==> config.mk <==
export PLATFORM = sky130hd
export DESIGN_NAME = rf_wb_arbiter
export DESIGN_NICKNAME = d
export VERILOG_FILES = /design/src/rtl/rf_wb_arbiter.sv
export SDC_FILE = /design/constraint.sdc
export NUM_CORES = 1
export LEC_CHECK = 0
export ABC_CLOCK_PERIOD_IN_PS = 4400
export BUFFER_PORTS_ARGS = -buffer_cell sky130_fd_sc_hd__clkbuf_2
export CAP_MARGIN = 30
export CORE_UTILIZATION = 47
export CTS_BUF_LIST = sky130_fd_sc_hd__clkbuf_8 sky130_fd_sc_hd__clkbuf_16
export DETAILED_ROUTE_END_ITERATION = 12
export PLACE_DENSITY_LB_ADDON = 0.08
export SLEW_MARGIN = 20
export SYNTH_ARGS = -nofsm -noshare
export SYNTH_HDL_FRONTEND = slang
export SYNTH_SLANG_ARGS = --single-unit
==> constraint.sdc <==
create_clock -name clk -period 4.4 [get_ports clk]
set_input_delay 0.66 -clock clk [delete_from_list [all_inputs] [get_ports clk]]
set_output_delay 0.66 -clock clk [all_outputs]
set_load 0.05 [all_outputs]
==> src/rtl/rf_wb_arbiter.sv <==
// Register-file writeback arbiter: merges pipeline (A) and multi-cycle unit (B)
// writebacks onto one registered write port, with starvation protection for B.
module rf_wb_arbiter #(
    parameter int unsigned DATA_W     = 32,
    parameter int unsigned ADDR_W     = 5,
    parameter int unsigned STARVE_MAX = 3
) (
    input  logic              clk,
    input  logic              rst,

    input  logic              a_valid,
    input  logic [ADDR_W-1:0] a_addr,
    input  logic [DATA_W-1:0] a_data,
    output logic              a_ready,

    input  logic              b_valid,
    input  logic [ADDR_W-1:0] b_addr,
    input  logic [DATA_W-1:0] b_data,
    output logic              b_ready,

    input  logic              hold,

    output logic              write_en,
    output logic [ADDR_W-1:0] wb_addr,
    output logic [DATA_W-1:0] wb_data,

    input  logic [ADDR_W-1:0] rd_addr1,
    input  logic [ADDR_W-1:0] rd_addr2,
    output logic              hazard1,
    output logic              hazard2,

    output logic [2:0]        starve_cnt
);

    localparam int unsigned       CNT_W   = 3;
    localparam logic [CNT_W-1:0]  CNT_MAX = CNT_W'(STARVE_MAX);

    logic              write_en_q,   write_en_d;
    logic [ADDR_W-1:0] wb_addr_q,    wb_addr_d;
    logic [DATA_W-1:0] wb_data_q,    wb_data_d;
    logic [CNT_W-1:0]  starve_cnt_q, starve_cnt_d;

    logic              starved_c;
    logic              a_grant_c;
    logic              b_grant_c;

    // Grant logic: A has priority unless B has waited STARVE_MAX cycles.
    // Grants are suppressed while in reset or while the pipeline is frozen.
    always_comb begin
        starved_c = b_valid & (starve_cnt_q >= CNT_MAX);
        a_grant_c = rst & ~hold & a_valid & ~starved_c;
        b_grant_c = rst & ~hold & b_valid & ~a_grant_c;
    end

    // Next-state: starvation counter and the registered write port.
    always_comb begin
        starve_cnt_d = starve_cnt_q;
        write_en_d   = 1'b0;
        wb_addr_d    = wb_addr_q;
        wb_data_d    = wb_data_q;

        if (!hold) begin
            if (!b_valid || b_grant_c) begin
                starve_cnt_d = '0;
            end else if (starve_cnt_q < CNT_MAX) begin
                starve_cnt_d = starve_cnt_q + CNT_W'(1);
            end
        end

        // Writes to x0 are accepted but never strobed into the file.
        if (a_grant_c) begin
            wb_addr_d  = a_addr;
            wb_data_d  = a_data;
            write_en_d = (a_addr != '0);
        end else if (b_grant_c) begin
            wb_addr_d  = b_addr;
            wb_data_d  = b_data;
            write_en_d = (b_addr != '0);
        end
    end

    always_ff @(posedge clk or negedge rst) begin
        if (!rst) begin
            write_en_q   <= 1'b0;
            wb_addr_q    <= '0;
            wb_data_q    <= '0;
            starve_cnt_q <= '0;
        end else begin
            write_en_q   <= write_en_d;
            wb_addr_q    <= wb_addr_d;
            wb_data_q    <= wb_data_d;
            starve_cnt_q <= starve_cnt_d;
        end
    end

    assign a_ready    = a_grant_c;
    assign b_ready    = b_grant_c;
    assign write_en   = write_en_q;
    assign wb_addr    = wb_addr_q;
    assign wb_data    = wb_data_q;
    assign starve_cnt = starve_cnt_q;

    // Read-after-write hazard against the write currently on the port; x0 never hazards.
    assign hazard1 = write_en_q & (wb_addr_q == rd_addr1) & (rd_addr1 != '0);
    assign hazard2 = write_en_q & (wb_addr_q == rd_addr2) & (rd_addr2 != '0);

endmodule

After elaboration in Yosys (flattened, before gate mapping)
Index checks and enable logic that the tools add are counted.
Storage, ports and cells
  register bits: 41
  latch bits: 0
  memory bits (writable): 0
  ROM bits: 0
  bits of input ports: 89
  output and inout port bits: 45
  word-level logic and storage cells: 39
  memories kept: 0
Operators by class
  $add $sub $neg: 1
  multipliers: 0
  divide/modulo/power cells: 0
  $lt $le $gt $ge: 2
  equality and inequality tests: 2
  shifts and indexed selects: 0
  multiplexer cells: 8
  bitwise logic cells: 13
  reductions and logical operators: 9
Operator list (number)
  32-bit 2-to-1 mux: 2
  5-bit nonzero test: 4
  1-bit bitwise AND: 10
  5-bit equality test: 2
  5-bit 2-to-1 mux: 2
  3-bit 2-to-1 mux: 2
  2-bit nonzero test: 2
  3-bit by 1-bit adder with 3-bit output, second input constant: 1
  3-bit by 2-bit >= comparator with 1-bit output, second input constant: 1
  3-bit by 2-bit less-than comparator with 1-bit output, second input constant: 1
  1-bit NOT: 3
  1-bit 2-to-1 mux: 2
  2-bit AND reduction: 1
  1-bit logical NOT: 1
  1-bit logical OR: 1

Longest topological paths before layout
  word-level depth: 9
  gate-level depth with buffers: 7
  gate-level depth less buffers: 5

Worst setup path before layout
No wires, ideal clock.
  kind: register to output
  start point: register starve_cnt_q[0], in the netlist starve_cnt[0]
  end point: output a_ready
  arrival: 1.752 ns
  setup slack: 1.988 ns
  cell stages (with the launch flop): 6
  path buffers: 1
  cell sequence: dfrtp_1 ha_1 ha_1 a211oi_1 o211a_1 buf_2
On the way
  longest elaborated chain between the ends: 4
Ends and longest elaborated chain
  start: declaration: line 41  | logic [CNT_W-1:0] starve_cnt_q, starve_cnt_d;
  start signal: assignment: line 92  | starve_cnt_q <= starve_cnt_d;
  3-bit by 2-bit >= comparator with 1-bit output: line 50  | starved_c = b_valid & (starve_cnt_q >= CNT_MAX);
  1-bit bitwise AND: line 50
  1-bit NOT: line 51  | a_grant_c = rst & ~hold & a_valid & ~starved_c;
  1-bit bitwise AND: line 51
  end: declaration: line 14  | output logic a_ready,
No other way between the ends.

Worst setup path in the final report
  start point: input hold
  end point: output b_ready
On the way
  longest elaborated chain between the ends: 6
  elaborated cells on any way between the ends: 7
Ends and longest elaborated chain
  start: declaration: line 21  | input logic hold,
  1-bit NOT (no source line) *
  1-bit bitwise AND *: line 51, 52
  1-bit bitwise AND (2 in a row): line 51
  1-bit NOT: line 52  | b_grant_c = rst & ~hold & b_valid & ~a_grant_c;
  1-bit bitwise AND *: line 52
  end: declaration: line 19  | output logic b_ready,
Every way passes the cells marked *; elsewhere a longest branch is shown, timed or not.

==> flow_summary.json <==
{
  "synth-async-reset-ratio": 1.00,
  "nFillCells": 389,
  "arrival_ps": 2080,
  "die_area_sq_um": 5100,
  "die_x_microns": 71.4,
  "rsz0062_at_grt": "false",
  "r2r-start": "starve_cnt[0]",
  "cts-root-buf": "clkbuf_8",
  "path_class": "primary input to output port",
  "track_usage": 0.232,
  "place_hpwl_microns": 4030,
  "place_congestion": 0.782,
  "path_depth": 6,
  "crit_path_start_kind": "primary input",
  "cts_tree": "built",
  "grt_max_degree": 44,
  "endpoint": "b_ready",
  "cts_hold_buf": 0,
  "min_period_ps": 2740,
  "grt_pass1_vias": 2076,
  "place_ws_ps": 1660,
  "critPathRequiredTime_ps": 3740,
  "ios": 134,
  "grt_pass1_wl_microns": 9360,
  "cpPeakStageDelay_ps": 410,
  "switchingPower_mw": 0.561,
  "crit_slowest_cell": "buf_4",
  "internal_power_mw": 0.723,
  "layout-drive-gt1-share": 0.424,
  "cts_resized": 0,
  "cts.clk_slew.worst_paths_ps": 70,
  "antenna_found_initial": 0,
  "drc": 0,
  "nNetsFinal": 461,
  "crit_family": "buffers and inverters",
  "endpoint_kind": "output port",
  "syn2layout_area_growth_pct": 34.7,
  "clkLatencyLatePin_ps": 280,
  "worst_slew_pin_slew_ps": 685,
  "clock-skew-final_ps": 1.62,
  "status": "complete, no violations",
  "finalMaxSlewViolations": 0,
  "max_slew_margin": 0.543,
  "crit_chain": "clkbuf_2, nor2b_2, buf_4, o211a_1, buf_4, buf_12",
  "design_area_sq_um": 3050,
  "routed_wl_microns": 5660,
  "cp_max_fo": 39,
  "post-route-period-util": 0.624,
  "hold_ws_ps": 447,
  "setup_tns_ps": 0,
  "max_freq_mhz": 364,
  "via_per_inst": 5.19,
  "final_cells": 422,
  "p_leak_nw": 1.75,
  "clockBufferDepth": 2,
  "crit_path_start": "hold",
  "diodes": 0,
  "rrSetupSlack_ps": 2310,
  "setup_ws_ps": 1660,
  "combPwrFrac": 0.420,
  "io_buffers": 133,
  "cts_setup_buffers": 0,
  "drv_cap": 0,
  "p_sw_frac": 0.437,
  "synthCells": 242,
  "synth_cell_types": 29,
  "core_area_sq_um": 4500,
  "yosys_most_used_dff": "dfrtp_1",
  "seq_area_frac_synth": 0.453,
  "h-tree-depth": 2,
  "drt-initial-drc-count": 111,
  "place_area_sq_um": 2970,
  "cts_buffers": 5,
  "rows": 24,
  "antenna_left": 0,
  "min_path_type": "primary input to async pin",
  "drt-wirelength-per-cell_microns": 13.4,
  "initial_utilization": 0.503,
  "ys_ff_latch": 41,
  "yosysWarningCount": 0,
  "power_density_nw_per_um2": 421,
  "netlist_area_sq_um": 2270,
  "p_total_mw": 1.28,
  "avgSynthCellArea_sq_um": 9.36,
  "regArea_sq_um": 1030,
  "post-route-util": 0.678,
  "worst-path-buf-inv": 4,
  "hold_violations": 0,
  "die-height_microns": 71.4,
  "synth_nets": 333,
  "dp.cells": 415,
  "cpMostUsedCell": "buf_4",
  "reg2reg_depth": 6,
  "firstDrtPassIters": 4,
  "cts_sinks": 41,
  "synth_edf_count": 0,
  "globalRoute.totalOverflow": 0,
  "finalSetupViolCount": 0,
  "p_clk_frac": 0.191,
  "worstReg2RegEnd": "wb_data[30]",
  "via_count": 2191,
  "multiInputGateArea_sq_um": 895,
  "ir_worst_vdd_v": 0.000281,
  "seqPwrFrac": 0.389
}
==> synthesized netlist by cell type, drive strengths merged (3+ instances only) <==
cell type | number | area (sq um)
a21oi | 33 | 165
nor3 | 4 | 20.0
buf | 11 | 73.8
or2 | 3 | 18.8
o21ai | 4 | 20.0
inv | 68 | 255
a221oi | 32 | 343
nand2 | 4 | 15.0
clkbuf | 5 | 18.8
xor2 | 6 | 52.6
dfrtp | 41 | 1030
a221o | 5 | 50.1
a21boi | 5 | 37.5
==> power groups by stage <==
stage | clock (mW) | combinational, mW | sequential (mW)
global route | 0.266 | 0.576 | 0.509
global placement | 0 | 0.537 | 0.505
finish | 0.245 | 0.540 | 0.499
CTS | 0.249 | 0.543 | 0.499
detailed placement | 0 | 0.541 | 0.505
floorplan | 0 | 0.145 | 0.745
==> registers in the layout, summed over array words and instances (netlist names) <==
signal / flops
starve_cnt: 3
wb_addr: 5
write_en: 1
wb_data: 32
==> cell usage in the layout, fill, tap and decap left out, drive strengths merged <==
cell    instances
a221o           5
nor3            4
nand2b          1
ha              2
inv            69
clkbuf        137
mux2i           1
a21boi          5
dfrtp          41
nand2           4
buf             6
a2111o          1
and4            2
o21ai           4
a21oi          33
a221oi         32
o22ai           1
nor4            2
a211oi          1
a21o            1
xnor2           2
a22o            1
nor2            2
o211a           2
xor2            6
or2             3
nor2b           2
==> logic make-up after synthesis <==
| kind of cell | synth area share |
|---|---|
| AO/OA/AOI/OAI | 0.299 |
| buffers and inverters | 0.154 |
| XOR/XNOR | 0.0309 |
| adder cells (fa/ha/maj) | 0.0110 |
| AND/OR/NAND/NOR | 0.0486 |
| multiplexers | 0.00442 |
| flip-flops | 0.453 |
==> worst register-to-register path, stage by stage, from the launching register on <==
cell      delay [ps]
dfrtp_1          430
ha_1             220
ha_1             190
a211oi_1         210
o211a_1          260
buf_4            430
a221oi_1         190
==> per-layer routing <==
metal	global-route usage	share of wire	vias up
li1	-	-	1086
met5	0	0	-
met1	0.293	0.42	1000
met2	0.405	0.51	103
met3	0.0422	0.064	2
met4	0.0667	0.0044	0
==> final cells by class <==
cell class              count  area share
flip-flops and latches     41       0.336
inverters                  68      0.0836
well taps                  52      0.0213
multi-input cells         117       0.293
clock buffers               6      0.0270
repair buffers            137       0.238
clock inverters             1     0.00123
==> worst min path at each step <==
stage	endpoint	slack, ps
final	starve_cnt[1]	450
after global routing	starve_cnt[1]	510
after CTS	starve_cnt[1]	470
after detailed placement	starve_cnt[0]	550
after global placement	starve_cnt[0]	560
after floorplan	starve_cnt[0]	360
Power figures use the tool's default switching activity.
